File: src/rtl/alu_pkg.sv
// Shared definitions for the ALU64bit front end: widths, opcode encodings
// and the opcode legality check.
package alu_pkg;

    localparam int DATA_W  = 64;
    localparam int RADDR_W = 5;

    localparam logic [3:0] OP_AND  = 4'b0000;
    localparam logic [3:0] OP_OR   = 4'b0001;
    localparam logic [3:0] OP_XOR  = 4'b0010;
    localparam logic [3:0] OP_SLL  = 4'b0100;
    localparam logic [3:0] OP_SRL  = 4'b0101;
    localparam logic [3:0] OP_ADD  = 4'b1000;
    localparam logic [3:0] OP_SUB  = 4'b1001;
    localparam logic [3:0] OP_SLT  = 4'b1010;
    localparam logic [3:0] OP_SLTU = 4'b1011;
    localparam logic [3:0] OP_SRA  = 4'b1100;
    localparam logic [3:0] OP_MUL  = 4'b1101;
    localparam logic [3:0] OP_EQ   = 4'b1110;
    localparam logic [3:0] OP_NE   = 4'b1111;

    // Holes in the encoding space that ALU64bit does not implement.
    function automatic logic is_legal_op(input logic [3:0] op);
        return !(op == 4'b0011 || op == 4'b0110 || op == 4'b0111);
    endfunction

endpackage

File: src/rtl/alu_fwd_mux.sv
// Per-source operand resolution: r0 is zero, then ALU result forward,
// then writeback forward, then the regfile read.
module alu_fwd_mux #(
    parameter int DATA_W  = 64,
    parameter int RADDR_W = 5
) (
    input  logic [RADDR_W-1:0] rs,
    input  logic [DATA_W-1:0]  rf_data,
    input  logic               fwd_ex_valid,
    input  logic [RADDR_W-1:0] fwd_ex_rd,
    input  logic [DATA_W-1:0]  fwd_ex_data,
    input  logic               wb_we,
    input  logic [RADDR_W-1:0] wb_rd,
    input  logic [DATA_W-1:0]  wb_data,
    output logic [DATA_W-1:0]  operand
);

    always_comb begin
        operand = rf_data;
        if (rs == '0)
            operand = '0;
        else if (fwd_ex_valid && fwd_ex_rd == rs)
            operand = fwd_ex_data;
        else if (wb_we && wb_rd == rs)
            operand = wb_data;
    end

endmodule

File: src/rtl/alu_operand_issue.sv
// Issue slot in front of ALU64bit: resolves operands with forwarding,
// stalls on RAW hazards against the occupant, and counts issues and bubbles.
module alu_operand_issue #(
    parameter int DATA_W  = alu_pkg::DATA_W,
    parameter int RADDR_W = alu_pkg::RADDR_W,
    parameter int CNT_W   = 32
) (
    input  logic               clk,
    input  logic               rst,
    input  logic               in_valid,
    output logic               in_ready,
    input  logic [3:0]         in_opcode,
    input  logic [RADDR_W-1:0] in_rs1,
    input  logic [RADDR_W-1:0] in_rs2,
    input  logic [RADDR_W-1:0] in_rd,
    input  logic [DATA_W-1:0]  in_rs1_data,
    input  logic [DATA_W-1:0]  in_rs2_data,
    input  logic               in_use_imm,
    input  logic [DATA_W-1:0]  in_imm,
    input  logic               flush,
    input  logic               fwd_ex_valid,
    input  logic [RADDR_W-1:0] fwd_ex_rd,
    input  logic [DATA_W-1:0]  fwd_ex_data,
    input  logic               wb_we,
    input  logic [RADDR_W-1:0] wb_rd,
    input  logic [DATA_W-1:0]  wb_data,
    input  logic               out_ready,
    output logic               out_valid,
    output logic [DATA_W-1:0]  alu_A,
    output logic [DATA_W-1:0]  alu_B,
    output logic [3:0]         alu_opcode,
    output logic [RADDR_W-1:0] out_rd,
    output logic               illegal_op,
    output logic [CNT_W-1:0]   issue_count,
    output logic [CNT_W-1:0]   stall_count
);

    import alu_pkg::*;

    logic               vld_p1;
    logic [DATA_W-1:0]  a_p1;
    logic [DATA_W-1:0]  b_p1;
    logic [3:0]         op_p1;
    logic [RADDR_W-1:0] rd_p1;
    logic               illegal_p1;
    logic [CNT_W-1:0]   issue_cnt;
    logic [CNT_W-1:0]   stall_cnt;

    logic [DATA_W-1:0]  rs1_op_p0;
    logic [DATA_W-1:0]  rs2_op_p0;
    logic [DATA_W-1:0]  b_p0;
    logic               hazard_p0;
    logic               accept_p0;
    logic               stall_evt_p0;

    // Stage 0: decode-side operand resolution and handshake
    alu_fwd_mux #(.DATA_W(DATA_W), .RADDR_W(RADDR_W)) u_mux_rs1 (
        .rs(in_rs1), .rf_data(in_rs1_data),
        .fwd_ex_valid(fwd_ex_valid), .fwd_ex_rd(fwd_ex_rd), .fwd_ex_data(fwd_ex_data),
        .wb_we(wb_we), .wb_rd(wb_rd), .wb_data(wb_data),
        .operand(rs1_op_p0)
    );

    alu_fwd_mux #(.DATA_W(DATA_W), .RADDR_W(RADDR_W)) u_mux_rs2 (
        .rs(in_rs2), .rf_data(in_rs2_data),
        .fwd_ex_valid(fwd_ex_valid), .fwd_ex_rd(fwd_ex_rd), .fwd_ex_data(fwd_ex_data),
        .wb_we(wb_we), .wb_rd(wb_rd), .wb_data(wb_data),
        .operand(rs2_op_p0)
    );

    assign b_p0 = in_use_imm ? in_imm : rs2_op_p0;

    // The occupant's result is not forwardable until it leaves the ALU.
    assign hazard_p0 = vld_p1 && (rd_p1 != '0) &&
                       ((rd_p1 == in_rs1) || ((rd_p1 == in_rs2) && !in_use_imm));
    assign in_ready     = !flush && !hazard_p0 && (!vld_p1 || out_ready);
    assign accept_p0    = in_valid && in_ready;
    assign stall_evt_p0 = in_valid && hazard_p0 && out_ready && !flush;

    // Stage 1: issue slot and counters
    always_ff @(posedge clk) begin
        if (rst) begin
            vld_p1     <= 1'b0;
            a_p1       <= '0;
            b_p1       <= '0;
            op_p1      <= 4'b0000;
            rd_p1      <= '0;
            illegal_p1 <= 1'b0;
            issue_cnt  <= '0;
            stall_cnt  <= '0;
        end else begin
            illegal_p1 <= 1'b0;
            if (vld_p1 && out_ready)
                issue_cnt <= issue_cnt + CNT_W'(1);
            if (stall_evt_p0 && (stall_cnt != '1))
                stall_cnt <= stall_cnt + CNT_W'(1);

            if (flush) begin
                vld_p1 <= 1'b0;
            end else if (accept_p0) begin
                if (is_legal_op(in_opcode)) begin
                    vld_p1 <= 1'b1;
                    a_p1   <= rs1_op_p0;
                    b_p1   <= b_p0;
                    op_p1  <= in_opcode;
                    rd_p1  <= in_rd;
                end else begin
                    vld_p1     <= 1'b0;
                    illegal_p1 <= 1'b1;
                end
            end else if (out_ready) begin
                vld_p1 <= 1'b0;
            end
        end
    end

    assign out_valid   = vld_p1;
    assign alu_A       = a_p1;
    assign alu_B       = b_p1;
    assign alu_opcode  = op_p1;
    assign out_rd      = rd_p1;
    assign illegal_op  = illegal_p1;
    assign issue_count = issue_cnt;
    assign stall_count = stall_cnt;

endmodule
File: config.mk
export PLATFORM = sky130hd
export DESIGN_NAME = alu_operand_issue
export DESIGN_NICKNAME = d
export VERILOG_FILES = /design/src/rtl/alu_pkg.sv /design/src/rtl/alu_fwd_mux.sv /design/src/rtl/alu_operand_issue.sv
export SDC_FILE = /design/constraint.sdc
export NUM_CORES = 1
export LEC_CHECK = 0
export ABC_CLOCK_PERIOD_IN_PS = 2800
export BUFFER_PORTS_ARGS = -buffer_cell sky130_fd_sc_hd__buf_2
export CORE_AREA = 2 2 216 218
export CTS_BUF_LIST = sky130_fd_sc_hd__clkbuf_4 sky130_fd_sc_hd__clkbuf_8 sky130_fd_sc_hd__clkbuf_16
export DETAILED_ROUTE_END_ITERATION = 8
export DIE_AREA = 0 0 218 220
export GPL_TIMING_DRIVEN = 1
export PLACE_DENSITY = 0.64
export RECOVER_POWER = 50
export SYNTH_ARGS = -nofsm -noshare
export SYNTH_HDL_FRONTEND = slang
export SYNTH_HIERARCHICAL = 1
export SYNTH_SLANG_ARGS = --single-unit
File: constraint.sdc
create_clock -name clk -period 2.8 [get_ports clk]
set_input_delay 0.28 -clock clk [delete_from_list [all_inputs] [get_ports clk]]
set_output_delay 0.28 -clock clk [all_outputs]
set_load 0.02 [all_outputs]
==> results of run 1 <==
## cell type report
class | instances | area (µm²) | share of cell area [%]
well taps | 607 | 759 | 4.50
repair buffers | 632 | 3380 | 20.0
diodes | 2 | 5.00 | 0.0296
flip-flops and latches | 203 | 4060 | 24.1
clock buffers | 34 | 766 | 4.54
multi-input cells | 1259 | 7750 | 45.9
inverters | 5 | 18.8 | 0.111
clock inverters | 10 | 136 | 0.808
## worst max-delay path by stage
stage,startpoint,end,slack [ns],cells after the start
global placement,in_rs2[4],alu_B[38]$_SDFFE_PP0P_,0.13,8
detailed placement,in_rs2[4],alu_B[38]$_SDFFE_PP0P_,0.05,8
global route,out_rd[0]$_SDFFE_PP0P_,in_ready,0.14,5
floorplan,stall_count[3]$_SDFFE_PP0P_,stall_count[16]$_SDFFE_PP0P_,0.45,7
finish,out_rd[0]$_SDFFE_PP0P_,in_ready,0.23,5
CTS,out_rd[0]$_SDFFE_PP0P_,in_ready,0.09,5
## logic make-up (layout without fill, tap and decap cells)
logic type | after synthesis | in the layout
buffers and inverters | 193 | 681
xor gates and xnor gates | 77 | 77
muxes | 69 | 69
adders and majority gates | 2 | 2
DFF | 203 | 203
and+or+nand+nor | 682 | 682
other | 0 | 2
AOI/OAI and AO/OA | 429 | 429
## cell usage after synthesis, types with 5 or more instances
| library cell | count | area, µm² |
|---|---|---|
| a211oi_1 | 66 | 495 |
| a21oi_1 | 83 | 415 |
| a311oi_1 | 128 | 1120 |
| and3_1 | 5 | 31.3 |
| and4_1 | 10 | 87.6 |
| buf_2 | 54 | 270 |
| buf_4 | 5 | 37.5 |
| buf_8 | 18 | 270 |
| clkbuf_1 | 80 | 300 |
| clkbuf_8 | 16 | 220 |
| dfxtp_1 | 203 | 4060 |
| inv_1 | 5 | 18.8 |
| mux2i_1 | 66 | 661 |
| nand2_1 | 170 | 638 |
| nand3_1 | 23 | 115 |
| nand4_1 | 146 | 913 |
| nor2_1 | 129 | 484 |
| nor2b_1 | 7 | 43.8 |
| nor3_1 | 133 | 666 |
| nor4_1 | 13 | 81.3 |
| o21ai_0 | 137 | 686 |
| or3_1 | 8 | 50.1 |
| or4_1 | 6 | 45.0 |
| xnor2_1 | 50 | 438 |
| xor2_1 | 25 | 219 |
## layer usage
layer | global-route usage (%) | part of all wire [%] | vias up
met5 | 0 | 0.044 | -
met4 | 8.71 | 3.4 | 4
met3 | 5.56 | 10 | 186
met2 | 41.9 | 48 | 1029
met1 | 29.8 | 38 | 7531
li1 | - | - | 7186
## critical path: stages, from the launching register on
cell and delay, ns:
dfxtp_1 0.46, xnor2_1 0.16, nand4_1 0.12, o32a_2 0.55, o21a_1 0.27, buf_2 0.17
## power groups by stage
stage	Combinational (W)	Clock (W)	Sequential, W
6_report	0.00175	0.00361	0.00308
5_1_grt	0.00186	0.00380	0.00309
4_1_cts	0.00175	0.00368	0.00307
3_5_place_dp	0.00174	0	0.00314
3_3_place_gp	0.00173	0	0.00313
2_1_floorplan	0.000866	0	0.00327
## stage by stage
step / instance area, µm² / worst slack (ns) / instances
floorplan: 13000 / 0.454 / 1655
global placement: 16100 / 0.131 / 2697
detailed placement: 16100 / 0.0454 / 2697
CTS: 17100 / 0.0937 / 2750
global route: 16900 / 0.139 / 2752
finish: 16900 / 0.229 / 2752
## registers in the layout, indices dropped and copies added, names as in the netlist
name,cells
alu_A,64
alu_B,64
alu_opcode,4
illegal_op,1
issue_count,32
out_rd,5
out_valid,1
stall_count,32
## cells in the final DEF, fill, tap and decap left out, types with 4 or more instances in the layout
| cell | synthesis | final |
|---|---|---|
| a311oi_1 | 128 | 128 |
| buf_2 | 54 | 360 |
| a211oi_1 | 66 | 66 |
| nor2_1 | 129 | 129 |
| or2_2 | 4 | 6 |
| nor4_1 | 13 | 13 |
| clkbuf_8 | 16 | 6 |
| nand3_1 | 23 | 23 |
| buf_12 | 0 | 20 |
| nand2_1 | 170 | 168 |
| a21oi_1 | 83 | 83 |
| nor3_1 | 133 | 133 |
| xnor2_1 | 50 | 50 |
| dlygate4sd3_1 | 0 | 9 |
| inv_1 | 5 | 5 |
| clkbuf_1 | 80 | 197 |
| mux2i_1 | 66 | 66 |
| and4_1 | 10 | 8 |
| buf_4 | 5 | 45 |
| nand4_1 | 146 | 146 |
| nor2b_1 | 7 | 7 |
| and3_1 | 5 | 5 |
| dfxtp_1 | 203 | 203 |
| clkinv_2 | 0 | 4 |
| xor2_1 | 25 | 25 |
| o21ai_0 | 137 | 137 |
| or3_1 | 8 | 8 |
| or4_1 | 6 | 6 |
| clkbuf_16 | 0 | 27 |
## repair_timing
item,4_1_cts,5_1_grt
endpoints found under the setup margin,0,1
gates resized for setup,0,1
hold buffers,9,0
hold endpoints to repair,9,0
setup buffers,0,0
==> flow_metrics.env, run 1 <==
export IMPL_overflow=0
export IMPL_num_io_pins=561
export IMPL_vias=15900
export IMPL_fin_crit_sh_pct=91.8
export IMPL_finClkSkew_ns=0.0236
export IMPL_syn_nets=2014
export IMPL_power_switching_share_pct=31.2
export IMPL_regToRegSetupSlack_ns=0.27
export IMPL_synth_xor_area_share_pct=5.29
export IMPL_area_growth_syn_to_layout_pct=29.5
export IMPL_synthFlopType="dfxtp_1"
export IMPL_synth_compound_area_share_pct=21.8
export IMPL_core_area_um2=45900
export IMPL_synthArstFlopShare_pct=0
export IMPL_synthAdderAreaFrac_pct=0.192
export IMPL_start_util_pct=28.4
export IMPL_grt_max_degree=106
export IMPL_synth_cells=1655
export IMPL_die_h_um=220
export IMPL_antenna_found_initial=6
export IMPL_ys_types=57
export IMPL_worstPathRequired_ns=2.52
export IMPL_grt_pass1_vias=15200
export IMPL_drt_initial_drc_count=1475
export IMPL_clkLatencyLatePin_ns=0.57
export IMPL_fillers=4944
export IMPL_synth_edf_count=0
export IMPL_hold_violations=0
export IMPL_r2r_end="stall_count[7]$_SDFFE_PP0P_"
export IMPL_period_needed_ns=2.57
export IMPL_rsz0062_at_grt="false"
export IMPL_htree_levels=1
export IMPL_cts_sinks=203
export IMPL_clk_pin_slew_ns=0.06
export IMPL_wire_per_inst_um=22.9
export IMPL_p_int_w=0.00580
export IMPL_hold_start="in_imm[22]"
export IMPL_leakage_nw=5.94
export IMPL_numCtsBuffers=27
export IMPL_num_nets_final=2487
export IMPL_endpoint_kind="output port"
export IMPL_total_power_w=0.00844
export IMPL_wl_mm=63.0
export IMPL_port_buffers=560
export IMPL_antenna_left=0
export IMPL_ir_drop_uv=424
export IMPL_comb_power_share_pct=20.7
export IMPL_cts_buffer_depth=3
export IMPL_dp_hpwl_mm=43.9
export IMPL_clockRootBuffer="clkbuf_16"
export IMPL_die_w_um=218
export IMPL_yosysWarnings=6
export IMPL_worst_pin_slew_ns=0.949
export IMPL_r2r_cells=6
export IMPL_whs_ns=0.0636
export IMPL_yosysSeqAreaShare_pct=31.2
export IMPL_setup_violations=0
export IMPL_synth_top_family_by_area="simple AND/OR/NAND/NOR gates"
export IMPL_status="finished clean"
export IMPL_synth_simple_area_share_pct=26.3
export IMPL_tns_ns=0
export IMPL_path_class="register to output port"
export IMPL_p_per_area_nw_per_um2=500
export IMPL_worstSetupStartpointType="register"
export IMPL_p_seq_share_pct=36.5
export IMPL_route_detailed_drc=0
export IMPL_final_util_pct=36.8
export IMPL_arrival_ns=2.29
export IMPL_clkPwrFrac_pct=42.8
export IMPL_ys_seq_elements=203
export IMPL_hold_end="alu_B[22]$_SDFFE_PP0P_"
export IMPL_grtUsageTotal_pct=24.4
export IMPL_switching_power_w=0.00263
export IMPL_place_gp_congestion=0.934
export IMPL_hp_class="primary input to register"
export IMPL_drt_pass1_iterations=7
export IMPL_rows=79
export IMPL_grt_pass1_wl_mm=90.8
export IMPL_dieArea_um2=48000
export IMPL_cp_max_fo=20
export IMPL_drive_gt1_share_pct=23.3
export IMPL_cts_tree="done"
export IMPL_maxCapViolations=0
export IMPL_hold_depth=3
export IMPL_r2r_start="out_rd[0]$_SDFFE_PP0P_"
export IMPL_fmax_mhz=389
export IMPL_viasPerCell=5.79
export IMPL_slew_headroom_pct=36.7
export IMPL_synth_area_um2=13000
export IMPL_drv_slew=0
export IMPL_synth_mux_area_share_pct=5.33
export IMPL_syn_mean_instance_area_um2=7.87
Power figures use the tool's default switching activity.
==> run 2: changes to the inputs <==
CORE_AREA = 2 2 220 222   (was 2 2 216 218)
DIE_AREA = 0 0 222 224   (was 0 0 218 220)
PLACE_DENSITY = 0.59   (was 0.64)
RECOVER_POWER = 25   (was 50)
SETUP_SLACK_MARGIN = 0.5   (was not set)
SYNTH_HIERARCHICAL = not set   (was 1)
==> run 2 against run 1 <==
Fmax grew 7.8%. First-iteration DRC count shrank 29%. Synthesized cell count shrank 10%. Sequential share of layout area shrank 0.53 points. Utilization shrank 0.22 points. Power shrank 2.1%. The run now ends with DRC left. Register-to-register slack gained 0.14 ns. Global-route usage shrank 2.5 points. Clock skew shrank 0.0077 ns.
==> flow_metrics.env, run 2 <==
export IMPL_p_per_area_nw_per_um2=477
export IMPL_regToRegSetupSlack_ns=0.41
export IMPL_slew_headroom_pct=56.9
export IMPL_hold_start="in_opcode[3]"
export IMPL_synth_top_cells_by_area="dfxtp_1, nor2_1, mux2_2"
export IMPL_maxCapViolations=0
export IMPL_drv_slew=0
export IMPL_viasPerCell=5.31
export IMPL_die_h_um=224
export IMPL_port_buffers=560
export IMPL_rsz0062_at_grt="true"
export IMPL_drt_initial_drc_count=1046
export IMPL_dieArea_um2=49700
export IMPL_yosysSeqAreaShare_pct=35.3
export IMPL_vias=14400
export IMPL_worstPathRequired_ns=3.25
export IMPL_antenna_found_initial=18
export IMPL_violations="DRC"
export IMPL_syn_nets=1843
export IMPL_htree_levels=1
export IMPL_cp_startpoint="out_rd[3]$_SDFFE_PP0P_"
export IMPL_final_common_cell="buf_2"
export IMPL_crit_slowest_cell="o32a_1"
export IMPL_grt_pass1_wl_mm=84.5
export IMPL_dp_hpwl_mm=41.7
export IMPL_cp_max_fo=18
export IMPL_grt_max_degree=75
export IMPL_wl_mm=61.1
export IMPL_status="finished, violations left"
export IMPL_cts_tree="done"
export IMPL_fmax_mhz=419
export IMPL_pre_cts_ws_ns=0.301
export IMPL_critical_path_max_stage_delay_ns=0.43
export IMPL_setup_slack_ns=0.415
export IMPL_start_util_pct=24.3
export IMPL_yosysWarnings=0
export IMPL_numCtsBuffers=26
export IMPL_rows=80
export IMPL_synthArstFlopShare_pct=0
export IMPL_hp_class="primary input to register"
export IMPL_setup_violations=0
export IMPL_clk_pin_slew_ns=0.06
export IMPL_crit_family="compound AO/OA/AOI/OAI gates"
export IMPL_synth_cells=1484
export IMPL_r2r_start="out_rd[3]$_SDFFE_PP0P_"
export IMPL_worstSetupStartpointType="register"
export IMPL_r2r_cells=9
export IMPL_yosys_area_top_type="dfxtp_1"
export IMPL_place_gp_congestion=0.920
export IMPL_synth_area_um2=11500
export IMPL_ir_drop_uv=380
export IMPL_core_area_um2=47300
export IMPL_route_detailed_drc=2
export IMPL_leakage_nw=6.94
export IMPL_synth_most_common_cell="nor2_1"
export IMPL_hold_violations=0
export IMPL_fillers=4930
export IMPL_clockRootBuffer="clkbuf_16"
export IMPL_wire_per_inst_um=22.6
export IMPL_num_io_pins=561
export IMPL_drive_gt1_share_pct=34.9
export IMPL_worst_pin_slew_ns=0.647
export IMPL_clkLatencyLatePin_ns=0.55
export IMPL_overflow=0
export IMPL_final_util_pct=36.6
export IMPL_cts_sinks=203
export IMPL_finClkSkew_ns=0.0159
export IMPL_period_needed_ns=2.39
export IMPL_path_cells="xnor2_2 > nand4_1 > o32a_1 > buf_4 > buf_6 > o21a_4 > buf_12 > clkbuf_16 > a311oi_1"
export IMPL_cts_buffer_depth=3
export IMPL_grtUsageTotal_pct=21.9
export IMPL_fin_crit_sh_pct=85.2
export IMPL_num_nets_final=2418
export IMPL_cp_num_buf_inv=4
export IMPL_synth_top_area_share_pct=35.3
export IMPL_endpoint_kind="register"
export IMPL_total_power_w=0.00826
export IMPL_ys_types=45
export IMPL_hold_depth=3
export IMPL_die_w_um=222
export IMPL_area_growth_syn_to_layout_pct=50.7
export IMPL_path_class="register to register"
export IMPL_tns_ns=0
export IMPL_r2r_end="alu_B[58]$_SDFFE_PP0P_"
export IMPL_antenna_left=0
export IMPL_ys_top_cells_by_count="nor2_1, dfxtp_1, nand2_1"
export IMPL_synth_edf_count=0
export IMPL_grt_pass1_vias=13800
export IMPL_arrival_ns=2.84
export IMPL_ys_seq_elements=203
export IMPL_mostFrequentLayoutCells="buf_2, nor2_1, dfxtp_1"
export IMPL_hold_end="alu_opcode[3]$_SDFFE_PP0P_"
export IMPL_syn_mean_instance_area_um2=7.75
export IMPL_drt_pass1_iterations=7
export IMPL_synthFlopType="dfxtp_1"
-- run 2: cell count changes after synthesis, sizes merged, moves of 52 or more --
cell | previous run | this run
nor3 | 135 | 13
a211oi | 66 | 5
a311oi | 128 | 60
mux2 | 3 | 69
o31ai | 3 | 73
o21a | 1 | 61
nand4 | 149 | 26
o21ai | 137 | 85
mux2i | 66 | 2
nand3 | 23 | 85
nor2 | 131 | 257
o221ai | 0 | 60
-- run 2: power by group --
part           leakage, nW  internal, W  switching, W
combinational         4.84     0.000691       0.00101
sequential            1.66      0.00301     0.0000865
clock                0.439      0.00207       0.00140
total                 6.94      0.00577       0.00249
-- run 2: how the worst max path moves through the flow --
stage / end / cells after the start
floorplan: stall_count[26]$_SDFFE_PP0P_ / 6
global placement: stall_count[13]$_SDFFE_PP0P_ / 8
detailed placement: stall_count[4]$_SDFFE_PP0P_ / 8
CTS: in_ready / 6
global route: alu_B[6]$_SDFFE_PP0P_ / 9
finish: alu_B[58]$_SDFFE_PP0P_ / 9
-- run 2: layout make-up --
| class | count | area (µm²) | area share [%] |
|---|---|---|---|
| antenna | 13 | 32.5 | 0.188 |
| clock buffer | 38 | 802 | 4.63 |
| clock inverter | 9 | 75.1 | 0.433 |
| inverter | 8 | 30.0 | 0.173 |
| multi-input combinational | 1143 | 7370 | 42.5 |
| sequential | 203 | 4080 | 23.5 |
| tap | 615 | 769 | 4.44 |
| timing repair buffer | 677 | 4170 | 24.1 |
-- run 2: routing by layer --
layer | vias up | wire (µm) | GRT usage [%]
met2 | 821 | 28300 | 36.3
met1 | 6806 | 24900 | 27.5
met3 | 146 | 5470 | 5.36
met4 | 10 | 2390 | 8.17
met5 | - | 73 | 0
li1 | 6573 | - | -
-- run 2: kinds of logic (layout without fill, tap and decap cells) --
| family | Yosys count | count (layout) | share of synthesized area, % |
|---|---|---|---|
| AND/OR/NAND/NOR | 616 | 616 | 23.5 |
| AO/OA/AOI/OAI | 392 | 392 | 24.4 |
| flip-flops | 203 | 203 | 35.3 |
| buffers and inverters | 138 | 732 | 4.88 |
| multiplexers | 71 | 71 | 6.93 |
| XOR/XNOR | 62 | 62 | 4.72 |
| adder cells (fa/ha/maj) | 2 | 2 | 0.218 |
| other | 0 | 13 | 0 |
-- run 2: worst reg2reg max path, cell delays in order, from the launching register on --
cell and delay (ns):
dfxtp_4 0.37, xnor2_2 0.16, nand4_1 0.15, o32a_1 0.43, buf_4 0.17, buf_6 0.11, o21a_4 0.28, buf_12 0.16
clkbuf_16 0.19, a311oi_1 0.28
-- run 2: stage by stage --
| stage | cells | area [µm²] | hold WS, ns |
|---|---|---|---|
| after floorplan | 1484 | 11500 | 0.358 |
| after global placement | 2569 | 15100 | 0.432 |
| after detailed placement | 2569 | 15100 | 0.434 |
| after CTS | 2674 | 16600 | 0.000797 |
| after global routing | 2704 | 17300 | 0.0330 |
| final | 2706 | 17300 | 0.0269 |
-- run 2: timing repair --
action | in CTS | in global routing
endpoints found under the hold margin | 56 | 0
cloned | 0 | 13
buffers inserted | 2 | 6
setup endpoints to repair | 8 | 76
resized for setup | 11 | 95
hold buffers | 56 | 0
pin swaps | 3 | 11
